==> config.mk <==
export PLATFORM = sky130hd
export DESIGN_NAME = usb_unstuff_deser
export DESIGN_NICKNAME = d
export VERILOG_FILES = /design/src/rtl/usb_pkg.sv /design/src/rtl/usb_sync_hunt.sv /design/src/rtl/usb_unstuff_deser.sv
export SDC_FILE = /design/constraint.sdc
export NUM_CORES = 1
export LEC_CHECK = 0
export BUFFER_PORTS_ARGS = -buffer_cell sky130_fd_sc_hd__buf_2
export CAP_MARGIN = 10
export CORE_MARGIN = 2
export CORE_UTILIZATION = 55
export CTS_CLUSTER_SIZE = 25
export DETAILED_ROUTE_END_ITERATION = 16
export HOLD_SLACK_MARGIN = 0.02
export PLACE_DENSITY = 0.74
export SYNTH_ARGS = -nofsm -noshare
export SYNTH_HDL_FRONTEND = slang
export SYNTH_SLANG_ARGS = --single-unit
==> constraint.sdc <==
create_clock -name i_clk -period 2.3 [get_ports i_clk]
set_clock_uncertainty 0.15 [all_clocks]
set_input_delay 0.23 -clock i_clk [delete_from_list [all_inputs] [get_ports i_clk]]
set_output_delay 0.23 -clock i_clk [all_outputs]
set_load 0.01 [all_outputs]
==> src/rtl/usb_pkg.sv <==
// Shared types and constants for the USB receive unstuff/deserialise stage.
package usb_pkg;

  typedef enum logic [1:0] {
    ST_HUNT = 2'd0,
    ST_DATA = 2'd1,
    ST_DROP = 2'd2
  } state_t;

  typedef enum logic [1:0] {
    ERR_STUFF    = 2'd0,
    ERR_ALIGN    = 2'd1,
    ERR_UPSTREAM = 2'd2,
    ERR_OVERFLOW = 2'd3
  } err_code_t;

  // Seven 0s then a 1, newest bit in bit 7.
  localparam logic [7:0] USB_SYNC = 8'h80;

  localparam int DEFAULT_STUFF_RUN = 6;

endpackage

==> src/rtl/usb_sync_hunt.sv <==
// SYNC detector: 8-bit bit history with a comparator against USB_SYNC.
// sync_found is combinational and coincides with the final SYNC bit, so the
// parent FSM enters DATA on that same clock edge.
module usb_sync_hunt
  import usb_pkg::*;
(
  input  logic clk,
  input  logic rst,
  input  logic enable,
  input  logic data,
  input  logic valid,
  input  logic error,
  output logic sync_found
);

  logic [7:0] history;
  logic [7:0] history_next;

  // Candidate history with the incoming bit shifted in at the top.
  always_comb begin
    history_next = {data, history[7:1]};
    sync_found   = enable && valid && !error && (history_next == USB_SYNC);
  end

  // History only accumulates while hunting; it restarts empty after each hunt.
  always_ff @(posedge clk or posedge rst) begin
    if (rst) begin
      history <= '0;
    end else if (!enable || sync_found) begin
      history <= '0;
    end else if (valid) begin
      history <= error ? 8'h00 : history_next;
    end
  end

endmodule

==> src/rtl/usb_unstuff_deser.sv <==
// Removes USB bit stuffing after SYNC and assembles LSB-first bytes,
// framing them with start/end markers and one error report per packet.
//
// state | meaning
// HUNT  | searching for SYNC; i_eop ignored
// DATA  | unstuffing and assembling bytes of a packet
// DROP  | packet aborted after an error; waiting for i_eop
module usb_unstuff_deser
  import usb_pkg::*;
#(
  parameter  int STUFF_RUN = DEFAULT_STUFF_RUN,
  parameter  int MAX_BYTES = 64,
  localparam int CNT_W     = $clog2(MAX_BYTES + 1)
) (
  input  logic             i_clk,
  input  logic             i_rst,
  input  logic             i_data,
  input  logic             i_valid,
  input  logic             i_error,
  input  logic             i_eop,
  output logic [7:0]       o_byte,
  output logic             o_byte_valid,
  output logic             o_sop,
  output logic             o_eop,
  output logic [CNT_W-1:0] o_byte_count,
  output logic             o_err,
  output logic [1:0]       o_err_code
);

  localparam int ONES_W = $clog2(STUFF_RUN + 1);

  state_t           state, state_next;
  logic [ONES_W-1:0] ones_cnt, ones_next;
  logic [2:0]       bit_cnt, bit_next;
  logic [7:0]       shreg, shreg_next;
  logic [CNT_W-1:0] byte_cnt_next;
  logic             first_byte, first_next;
  logic [7:0]       byte_next;
  logic             byte_valid_next, sop_next, eop_next, err_next;
  logic [1:0]       code_next;
  logic             sync_found;

  usb_sync_hunt u_sync_hunt (
    .clk        (i_clk),
    .rst        (i_rst),
    .enable     (state == ST_HUNT),
    .data       (i_data),
    .valid      (i_valid),
    .error      (i_error),
    .sync_found (sync_found)
  );

  // Next-state and next-output decode; pulses default low, data regs hold.
  always_comb begin
    state_next      = state;
    ones_next       = ones_cnt;
    bit_next        = bit_cnt;
    shreg_next      = shreg;
    byte_cnt_next   = o_byte_count;
    first_next      = first_byte;
    byte_next       = o_byte;
    byte_valid_next = 1'b0;
    sop_next        = 1'b0;
    eop_next        = 1'b0;
    err_next        = 1'b0;
    code_next       = 2'd0;

    case (state)
      ST_HUNT: begin
        if (sync_found) begin
          state_next    = ST_DATA;
          ones_next     = ONES_W'(1);
          bit_next      = '0;
          byte_cnt_next = '0;
          first_next    = 1'b1;
        end
      end

      ST_DATA: begin
        // EOP takes priority over a bit arriving in the same cycle.
        if (i_eop) begin
          eop_next   = 1'b1;
          state_next = ST_HUNT;
          if (bit_cnt != 3'd0) begin
            err_next  = 1'b1;
            code_next = ERR_ALIGN;
          end
        end else if (i_valid) begin
          if (i_error) begin
            err_next   = 1'b1;
            code_next  = ERR_UPSTREAM;
            state_next = ST_DROP;
          end else if (ones_cnt == ONES_W'(STUFF_RUN)) begin
            if (i_data) begin
              err_next   = 1'b1;
              code_next  = ERR_STUFF;
              state_next = ST_DROP;
            end else begin
              ones_next = '0;
            end
          end else begin
            ones_next  = i_data ? ones_cnt + 1'b1 : '0;
            shreg_next = {i_data, shreg[7:1]};
            bit_next   = bit_cnt + 1'b1;
            if (bit_cnt == 3'd7) begin
              if (o_byte_count == CNT_W'(MAX_BYTES)) begin
                err_next   = 1'b1;
                code_next  = ERR_OVERFLOW;
                state_next = ST_DROP;
              end else begin
                byte_valid_next = 1'b1;
                byte_next       = shreg_next;
                sop_next        = first_byte;
                first_next      = 1'b0;
                byte_cnt_next   = o_byte_count + 1'b1;
              end
            end
          end
        end
      end

      ST_DROP: begin
        if (i_eop) state_next = ST_HUNT;
      end

      default: state_next = ST_HUNT;
    endcase
  end

  // State, datapath and registered outputs.
  always_ff @(posedge i_clk or posedge i_rst) begin
    if (i_rst) begin
      state        <= ST_HUNT;
      ones_cnt     <= '0;
      bit_cnt      <= '0;
      shreg        <= '0;
      first_byte   <= 1'b0;
      o_byte       <= '0;
      o_byte_valid <= 1'b0;
      o_sop        <= 1'b0;
      o_eop        <= 1'b0;
      o_byte_count <= '0;
      o_err        <= 1'b0;
      o_err_code   <= 2'd0;
    end else begin
      state        <= state_next;
      ones_cnt     <= ones_next;
      bit_cnt      <= bit_next;
      shreg        <= shreg_next;
      first_byte   <= first_next;
      o_byte       <= byte_next;
      o_byte_valid <= byte_valid_next;
      o_sop        <= sop_next;
      o_eop        <= eop_next;
      o_byte_count <= byte_cnt_next;
      o_err        <= err_next;
      o_err_code   <= code_next;
    end
  end

endmodule

==> results_dict.tcl, run 1 <==
set metrics [dict create \
    fin_cells 260 \
    rr_startpoint "bit_cnt[0]$_DFFE_PP0P_" \
    worstPathArrival_ps 2200 \
    synthTopCellsByCount "dfrtp_1 (44), inv_1 (12), nand2_1 (9)" \
    vias_per_cell 5.888 \
    postCtsSetupBuffers 0 \
    p_leak_nw 1.297 \
    synth_flop_cell "dfrtp_1" \
    dr.first_iter.drc_count 159 \
    syn_area_per_cell_um2 12.17 \
    die_w_um 66.04 \
    tightest_slew_ps 553.5 \
    crit_path_start "bit_cnt[0]$_DFFE_PP0P_" \
    port_buffers 26 \
    drc 0 \
    postSynth.asyncResetShare_pct 100.0 \
    whs_ps 66.37 \
    slowest_stage "dfrtp_1" \
    routed_wl_um 4021 \
    setup_ws_ps 137.4 \
    initial_core_util_pct 57.39 \
    diodes 0 \
    critPathLaunchType "register" \
    fin_util_pct 66.72 \
    place_inst 253 \
    synth_edf_count 0 \
    timing.final.max_slew_violations 0 \
    rsz0062_at_grt "no" \
    maxCapViolCount 0 \
    layout-drive-gt1-share_pct 33.96 \
    dr.pass1.iters 4 \
    die_area_um2 4361 \
    cts_sinks 44 \
    crit_chain "ha_1 -> ha_1 -> a21bo_2 -> nor3_4 -> nand2_4 -> inv_2 -> mux2_4" \
    hp-class "input pin to register" \
    hold_viol_final 0 \
    worstHoldStart "i_valid" \
    die_h_um 66.04 \
    antenna_found_initial 0 \
    area_delta_synth_final_pct 16.25 \
    syn_inst 174 \
    nets 226 \
    cts_buffers 5 \
    finalPower_mw 1.556 \
    dp_slack_ps 126.0 \
    status "finished clean" \
    grt_pass1_vias 1546 \
    cp_slowest_stage_delay_ps 410 \
    synth.area.top_cells "dfrtp_1 (52%), mux2_4 (5.7%), mux2_2 (4.3%)" \
    synth_top_area_share_pct 52.01 \
    yosysMostFrequentCell "dfrtp_1" \
    ff_latch_area_um2 1101 \
    clkLatencyLatePin_ps 290 \
    grt_start_max_net_pins 25 \
    cts_root_buf "clkbuf_8" \
    grt.total_usage_pct 21.30 \
    cts_buffer_depth 2 \
    synth_top_cell_by_area "dfrtp_1" \
    finalCritPeriodShare_pct 94.03 \
    synth_nets 187 \
    dp_hpwl_um 2952 \
    ys_ff_latch 44 \
    fmax_mhz 462.4 \
    grt_first_pass_wirelength_um 6975 \
    seq_area_frac_synth_pct 52.01 \
    period_minus_slack_ps 2163 \
    cp_max_fo 11 \
    dr_total_vias 1531 \
    multi_input_area_um2 937.1 \
    gp_congestion 0.8899 \
    yosysUniqueCellTypes 52 \
    final_cell_area_um2 2461 \
    ios 27 \
    nFillCells 301 \
    synth_warnings 0 \
    setup_viol 0 \
    cts_tree "yes" \
    power_density_nw_per_um2 632.0 \
    clkSlewWorstSetupHoldPaths_ps 80 \
    required_ps 2330 \
    cts_htree_levels 2 \
    ir_drop_uv 326.6 \
    slew_headroom_pct 62.76 \
    end_kind "register" \
    synth_area_um2 2117 \
    wl_per_cell_um 15.47 \
    crit_path_frequent_cell "ha_1" \
    fin_tns_setup_ps 0 \
    coreArea_um2 3689 \
    grt.overflow.total 0 \
    row_count 22 \
    drtAntennaViolNets 0 \
    path_class "register to register" \
    dpl_cell_area_um2 2352 \
]
sequential cells by signal, summed over array words and instances (netlist names):
name / count
o_byte_count: 7
o_sop: 1
shreg: 7
state: 2
u_sync_hunt.history: 7
first_byte: 1
o_err: 1
bit_cnt: 3
o_err_code: 2
o_byte: 8
ones_cnt: 3
o_eop: 1
o_byte_valid: 1
placed cells by master, fill, tap and decap left out, types with 2 or more instances in the layout:
cell and instances:
a22o_1 6, nand4_1 2, o211a_1 2, and3_1 3, nand3_1 7, nor2_1 3
clkbuf_8 5, buf_2 26, mux2_4 8, inv_1 11, nand2_1 9, buf_4 10
nand3b_1 3, a31oi_1 4, nor3b_1 3, dfrtp_1 44, and3_2 2, nor3_1 5
ha_1 7, o221ai_1 2, o2bb2ai_1 2, a2111oi_0 2, or2_2 2, o21ai_0 6
mux2_2 8
where the power goes:
group	internal (mW)	switching (mW)
Clock	0.312	0.239
Combinational	0.0729	0.0922
Sequential	0.807	0.0327
worst paths after layout:
| check | end | slack [ps] | cells past startpoint |
|---|---|---|---|
| min in group asynchronous | shreg[6]$_DFFE_PP0P_ | 350 | 4 |
| setup / recovery | o_byte[1]$_DFFE_PP0P_ | 140 | 7 |
| setup reg to reg | o_byte[1]$_DFFE_PP0P_ | 140 | 7 |
| hold reg to reg | first_byte$_DFFE_PP0P_ | 340 | 1 |
| max in group asynchronous | o_byte_count[3]$_DFFE_PP0P_ | 1380 | 4 |
| hold / removal | o_err_code[1]$_DFF_PP0_ | 70 | 2 |
worst max-delay path: cells and delay by family, from the launching register on:
family / cells / cell delay (ps)
mux: 1 / 310
flops: 1 / 410
simple gates: 2 / 410
buf+inv: 1 / 150
compound gates: 1 / 270
fa+ha+maj: 2 / 360
timing repair:
| item | in CTS | in global routing |
|---|---|---|
| endpoints found under the setup margin | 0 | 0 |
| endpoints found under the hold margin | 44 | 0 |
| gates resized for setup | 0 | 0 |
| hold buffers | 1 | 0 |
area by class of cell:
cell class | instances | share of cell area, %
Clock buffer | 5 | 2.796
Multi-Input combinational cell | 112 | 38.08
Tap cell | 48 | 2.440
Timing Repair Buffer | 37 | 8.744
Inverter | 13 | 1.983
Clock inverter | 1 | 1.220
Sequential cell | 44 | 44.74
metal layers:
layer / vias up / GRT usage, % / wire (um)
met5: - / 0 / 0
met4: 0 / 7.908 / 71
met3: 9 / 5.963 / 145
met2: 28 / 35.73 / 1989
met1: 774 / 26.21 / 1815
li1: 720 / - / -
cells by family after synthesis:
kind of cell / Yosys count / synth area share, %
flip-flops: 44 / 52.01
multiplexers: 17 / 10.40
AO/OA/AOI/OAI: 34 / 12.71
AND/OR/NAND/NOR: 54 / 17.02
adder cells (fa/ha/maj): 7 / 4.137
buffers and inverters: 18 / 3.723
Power figures use the tool's default switching activity.
==> run 2, diff against run 1 <==
--- a/config.mk
+++ b/config.mk
@@ -7,6 +7,7 @@
 export LEC_CHECK = 0
 export BUFFER_PORTS_ARGS = -buffer_cell sky130_fd_sc_hd__buf_2
 export CAP_MARGIN = 10
+export CORE_ASPECT_RATIO = 1.5
 export CORE_MARGIN = 2
 export CORE_UTILIZATION = 55
 export CTS_CLUSTER_SIZE = 25
==> run 2 against run 1 <==
Total power is 3.9% higher. Core utilization grew 0.62 points. Via count is 3.0% higher. Wire length is 13% higher. Fmax grew 0.18%. Clock-buffer cell count is the same. Die area grew 0.24%. Clock power increased by 9.1%.
==> results_dict.tcl, run 2 (synthesis results as in run 1) <==
set metrics [dict create \
    status "finished clean" \
    grt_first_pass_wirelength_um 7638 \
    setup_ws_ps 141.4 \
    use_met2_pct 39.76 \
    setup_viol 0 \
    power_density_nw_per_um2 651.6 \
    critPathLaunchType "register" \
    coreArea_um2 3682 \
    die_w_um 54.66 \
    dr_total_vias 1577 \
    tightest_slew_ps 560.7 \
    dr.pass1.iters 4 \
    ios 27 \
    cts_tree "yes" \
    dp_slack_ps 138.8 \
    cts_sinks 44 \
    area_delta_synth_final_pct 17.14 \
    clkLatencyLatePin_ps 290 \
    finalPower_mw 1.616 \
    cts_buffers 5 \
    regMostFlops "o_byte" \
    cts_buffer_depth 2 \
    rr_startpoint "bit_cnt[0]$_DFFE_PP0P_" \
    required_ps 2330 \
    vias_per_cell 6.112 \
    layout-drive-gt1-share_pct 34.88 \
    dr.first_iter.drc_count 68 \
    ir_drop_uv 601.7 \
    wl_per_cell_um 17.62 \
    nFillCells 288 \
    grt-busiest-layer "met2" \
    antenna_found_initial 0 \
    drc 0 \
    gp_congestion 0.8359 \
    dp_hpwl_um 3234 \
    maxCapViolCount 0 \
    mostFrequentLayoutCells "dfrtp_1 (44), buf_2 (26), inv_1 (12), buf_4 (11), nand2_1 (9)" \
    clkSlewWorstSetupHoldPaths_ps 90 \
    cts_root_buf "clkbuf_8" \
    die_area_um2 4372 \
    final_common_cell "dfrtp_1" \
    cp_slowest_stage_delay_ps 390 \
    period_minus_slack_ps 2159 \
    end_kind "register" \
    grt_pass1_vias 1622 \
    worstPathArrival_ps 2180 \
    p_leak_nw 1.314 \
    cp_max_fo 11 \
    port_buffers 26 \
    slowest_stage "dfrtp_1" \
    routed_wl_um 4546 \
    crit_path_frequent_cell "ha_1" \
    path_class "register to register" \
    worstHoldStart "i_valid" \
    drtAntennaViolNets 0 \
    row_count 27 \
    slew_headroom_pct 62.62 \
    cts_htree_levels 2 \
    finalCritPeriodShare_pct 93.85 \
    initial_core_util_pct 57.49 \
    grt.total_usage_pct 23.77 \
    crit_path_start "bit_cnt[0]$_DFFE_PP0P_" \
    use_met3_pct 4.120 \
    cts_resized 0 \
    diodes 0 \
    ff_latch_area_um2 1101 \
    fmax_mhz 463.3 \
    grt_start_max_net_pins 45 \
    grt.overflow.total 0 \
    met1_usage_pct 30.58 \
    fin_tns_setup_ps 0 \
    largest_register_ff_count 8 \
    die_h_um 79.99 \
    rsz0062_at_grt "no" \
    multi_input_area_um2 937.1 \
    hp-class "input pin to register" \
    crit_chain "ha_1 -> ha_1 -> a21bo_2 -> nor3_4 -> nand2_4 -> inv_2 -> mux2_4" \
    nets 227 \
    timing.final.max_slew_violations 0 \
    hold_viol_final 0 \
]
run 2: path summary, 6_finish.rpt:
path	depth (start not counted)	slack (ps)	to
worst max-delay path	7	140	o_byte[1]$_DFFE_PP0P_
worst min-delay path	2	70	o_err_code[1]$_DFF_PP0_
worst max register to register	7	140	o_byte[1]$_DFFE_PP0P_
worst min register to register	1	340	first_byte$_DFFE_PP0P_
max in group asynchronous	4	1140	o_byte_count[5]$_DFFE_PP0P_
min in group asynchronous	4	460	o_byte[5]$_DFFE_PP0P_
run 2: routing by layer:
| layer | routed length [um] | part of all wire (%) |
|---|---|---|
| met5 | 0 | 0 |
| met4 | 59 | 1.3 |
| met3 | 156 | 3.4 |
| met2 | 2540 | 56 |
| met1 | 1790 | 39 |
run 2: stage by stage:
step	hold WS, ps	instances	area [um2]	utilization (%)
2_1_floorplan	208.2	174	2117	-
3_3_place_gp	231.6	248	2346	63.71
5_1_grt	61.22	258	2480	67.35
6_report	66.79	258	2480	67.35
4_1_cts	58.85	257	2472	67.14
3_5_place_dp	247.8	248	2346	63.71
run 2: layout make-up:
type | count | area share, %
sequential | 44 | 44.40
clock inverter | 3 | 1.917
inverter | 13 | 1.968
timing repair buffer | 38 | 8.981
clock buffer | 5 | 2.775
multi-input combinational | 112 | 37.79
tap | 43 | 2.170
run 2: where the power goes:
part           switching [mW]  internal [mW]  leakage, nW
clock                   0.273          0.327       0.0583
combinational          0.0994         0.0774        0.655
sequential             0.0320          0.807        0.601
total                   0.404           1.21         1.31
run 2: worst max-delay path, delay by kind of cell, from the launching register on:
family	cells	cell delay [ps]
compound gates	1	270
simple gates	2	410
buf+inv	1	140
flops	1	390
fa+ha+maj	2	370
mux	1	310
run 2: timing repair:
action / in CTS / in global routing
buffers inserted: 0 / 1
endpoints found under the hold margin: 44 / 0
hold buffers: 1 / 0
endpoints found under the setup margin: 0 / 1
==> run 3, diff against run 2 <==
--- a/config.mk
+++ b/config.mk
@@ -9,11 +9,12 @@
 export CAP_MARGIN = 10
 export CORE_ASPECT_RATIO = 1.5
 export CORE_MARGIN = 2
-export CORE_UTILIZATION = 55
+export CORE_UTILIZATION = 50
 export CTS_CLUSTER_SIZE = 25
 export DETAILED_ROUTE_END_ITERATION = 16
 export HOLD_SLACK_MARGIN = 0.02
-export PLACE_DENSITY = 0.74
+export PLACE_DENSITY = 0.68
+export SETUP_SLACK_MARGIN = 0.5
 export SYNTH_ARGS = -nofsm -noshare
 export SYNTH_HDL_FRONTEND = slang
 export SYNTH_SLANG_ARGS = --single-unit
==> run 3 against run 2 <==
Total power increased by 5.5%. Global-route usage decreased by 1.7 points. Core utilization increased by 3.4 points. Design area increased by 18%. Wire length increased by 18%. Non-clock buffer count increased by 26. Clock-buffer cell count unchanged. Hold slack improved by 15 ps. Critical endpoint is now o_byte[5]$_DFFE_PP0P_. Largest power group unchanged.
==> results_dict.tcl, run 3 (synthesis results as in run 1) <==
set metrics [dict create \
    grt_pass1_vias 1781 \
    nets 253 \
    row_count 29 \
    end_kind "register" \
    finalCritPeriodShare_pct 87.59 \
    crit_chain "or4_4 -> or2_4 -> nand2_4 -> buf_12 -> mux2_4" \
    diodes 0 \
    power_density_nw_per_um2 582.7 \
    critPathLaunchType "register" \
    tightest_slew_ps 810.7 \
    period_minus_slack_ps 2014 \
    cp_max_fo 6 \
    regMostFlops "o_byte" \
    hp-class "input pin to register" \
    fmax_mhz 496.4 \
    p_clk_share_pct 35.0 \
    routed_wl_um 5354 \
    worstPathArrival_ps 2060 \
    slowest_stage "or4_4" \
    status "finished clean" \
    final_cell_area_um2 2925 \
    dr.pass1.iters 4 \
    required_ps 2340 \
    rsz0062_at_grt "yes" \
    drc 0 \
    initial_core_util_pct 51.18 \
    largest_register_ff_count 8 \
    dr_total_vias 1723 \
    vias_per_cell 6.003 \
    cts_root_buf "clkbuf_8" \
    ir_drop_uv 624.0 \
    power_frac_comb_pct 15.9 \
    ios 27 \
    cp_slowest_stage_delay_ps 530 \
    setup_viol 0 \
    dpl_cell_area_um2 2356 \
    slew_headroom_pct 44.55 \
    p_sw_uw 444.9 \
    fin_tns_setup_ps 0 \
    die_w_um 57.13 \
    maxCapViolCount 0 \
    grt_start_max_net_pins 45 \
    cts_htree_levels 2 \
    die_h_um 83.70 \
    path_class "register to register" \
    p_leak_nw 1.475 \
    grt_first_pass_wirelength_um 8321 \
    wl_per_cell_um 18.66 \
    pwr-share-seq_pct 49.1 \
    cts_sinks 44 \
    grt.total_usage_pct 22.06 \
    dr.first_iter.drc_count 71 \
    swShare_pct 26.10 \
    die_area_um2 4782 \
    coreArea_um2 4136 \
    cts_buffer_depth 2 \
    clkLatencyLatePin_ps 300 \
    clkSlewWorstSetupHoldPaths_ps 80 \
    cts_buffers 5 \
    dp_hpwl_um 3188 \
    antenna_found_initial 0 \
    hold_viol_final 0 \
    gp_congestion 0.8168 \
    cts_tree "yes" \
    p_int_mw 1.260 \
    area_delta_synth_final_pct 38.18 \
    grt.overflow.total 0 \
    port_buffers 26 \
    timing.final.max_slew_violations 0 \
    mostFrequentLayoutCells "dfrtp_1 (40), buf_2 (26), buf_4 (26), inv_1 (11), mux2_4 (9)" \
    final_common_cell "dfrtp_1" \
    drtAntennaViolNets 0 \
    layout-drive-gt1-share_pct 52.70 \
    fin_util_pct 70.72 \
]
==> run 3: changes by cell type in the layout (fill, tap and decap cells not counted), moves of 3 or more <==
cell,delta
a31oi_1,-3
a31oi_4,+3
buf_4,+15
buf_6,+8
dfrtp_1,-4
dfrtp_2,+4
nand3_1,-3
o21ai_0,-3
==> run 3: worst paths after layout <==
check	startpoint	endpoint	slack (ps)	depth (start not counted)
max	o_byte_count[3]$_DFFE_PP0P_	o_byte[5]$_DFFE_PP0P_	290	5
min	i_valid	o_err_code[1]$_DFF_PP0_	80	2
max reg2reg	o_byte_count[3]$_DFFE_PP0P_	o_byte[5]$_DFFE_PP0P_	290	5
min reg2reg	first_byte$_DFFE_PP0P_	first_byte$_DFFE_PP0P_	360	1
max in group asynchronous	i_rst	o_byte_count[3]$_DFFE_PP0P_	1130	4
min in group asynchronous	i_rst	ones_cnt[0]$_DFFE_PP0P_	460	4
==> run 3: timing repair <==
action,in CTS,in global routing
buffers inserted,19,9
pin swaps,10,11
hold buffers,1,0
resized for setup,21,29
hold endpoints to repair,44,0
endpoints found under the setup margin,36,41
==> run 3: power groups by stage <==
stage                     combinational, mW  sequential [mW]  clock [mW]
after global routing                  0.294            0.842       0.630
after global placement                0.160            0.851           0
after detailed placement              0.167            0.854           0
final                                 0.270            0.837       0.597
after CTS                             0.219            0.833       0.600
after floorplan                       0.112            0.848           0
==> run 3: per-layer routing <==
metal	track usage (%)	wire length (um)	vias up
met4	9.514	167	0
met1	25.97	2096	885
li1	-	-	767
met3	4.651	193	19
met2	37.93	2895	52
met5	0	0	-
==> run 3: final cells by class <==
cell class                 count  area [um2]
tap                           46       57.56
sequential                    44        1106
inverter                      13       48.80
fill                         308        1211
clock inverter                 3       42.54
multi-input combinational    112        1121
clock buffer                   5       68.82
timing repair buffer          64       480.5
==> run 3: through the flow <==
stage	setup WS [ps]	power, mW	hold WS, ps	cells
6_report	285.5	1.705	81.72	287
5_1_grt	248.7	1.766	85.28	287
4_1_cts	314.9	1.651	60.86	278
3_5_place_dp	121.4	1.020	253.1	250
3_3_place_gp	218.3	1.010	233.5	250
2_1_floorplan	227.9	0.9601	208.2	174
==> run 3: critical path, delay by kind of cell (launching register included) <==
family	cells	cell delay [ps]
AND/OR/NAND/NOR	3	890
multiplexers	1	300
buffers and inverters	1	120
flip-flops	1	440
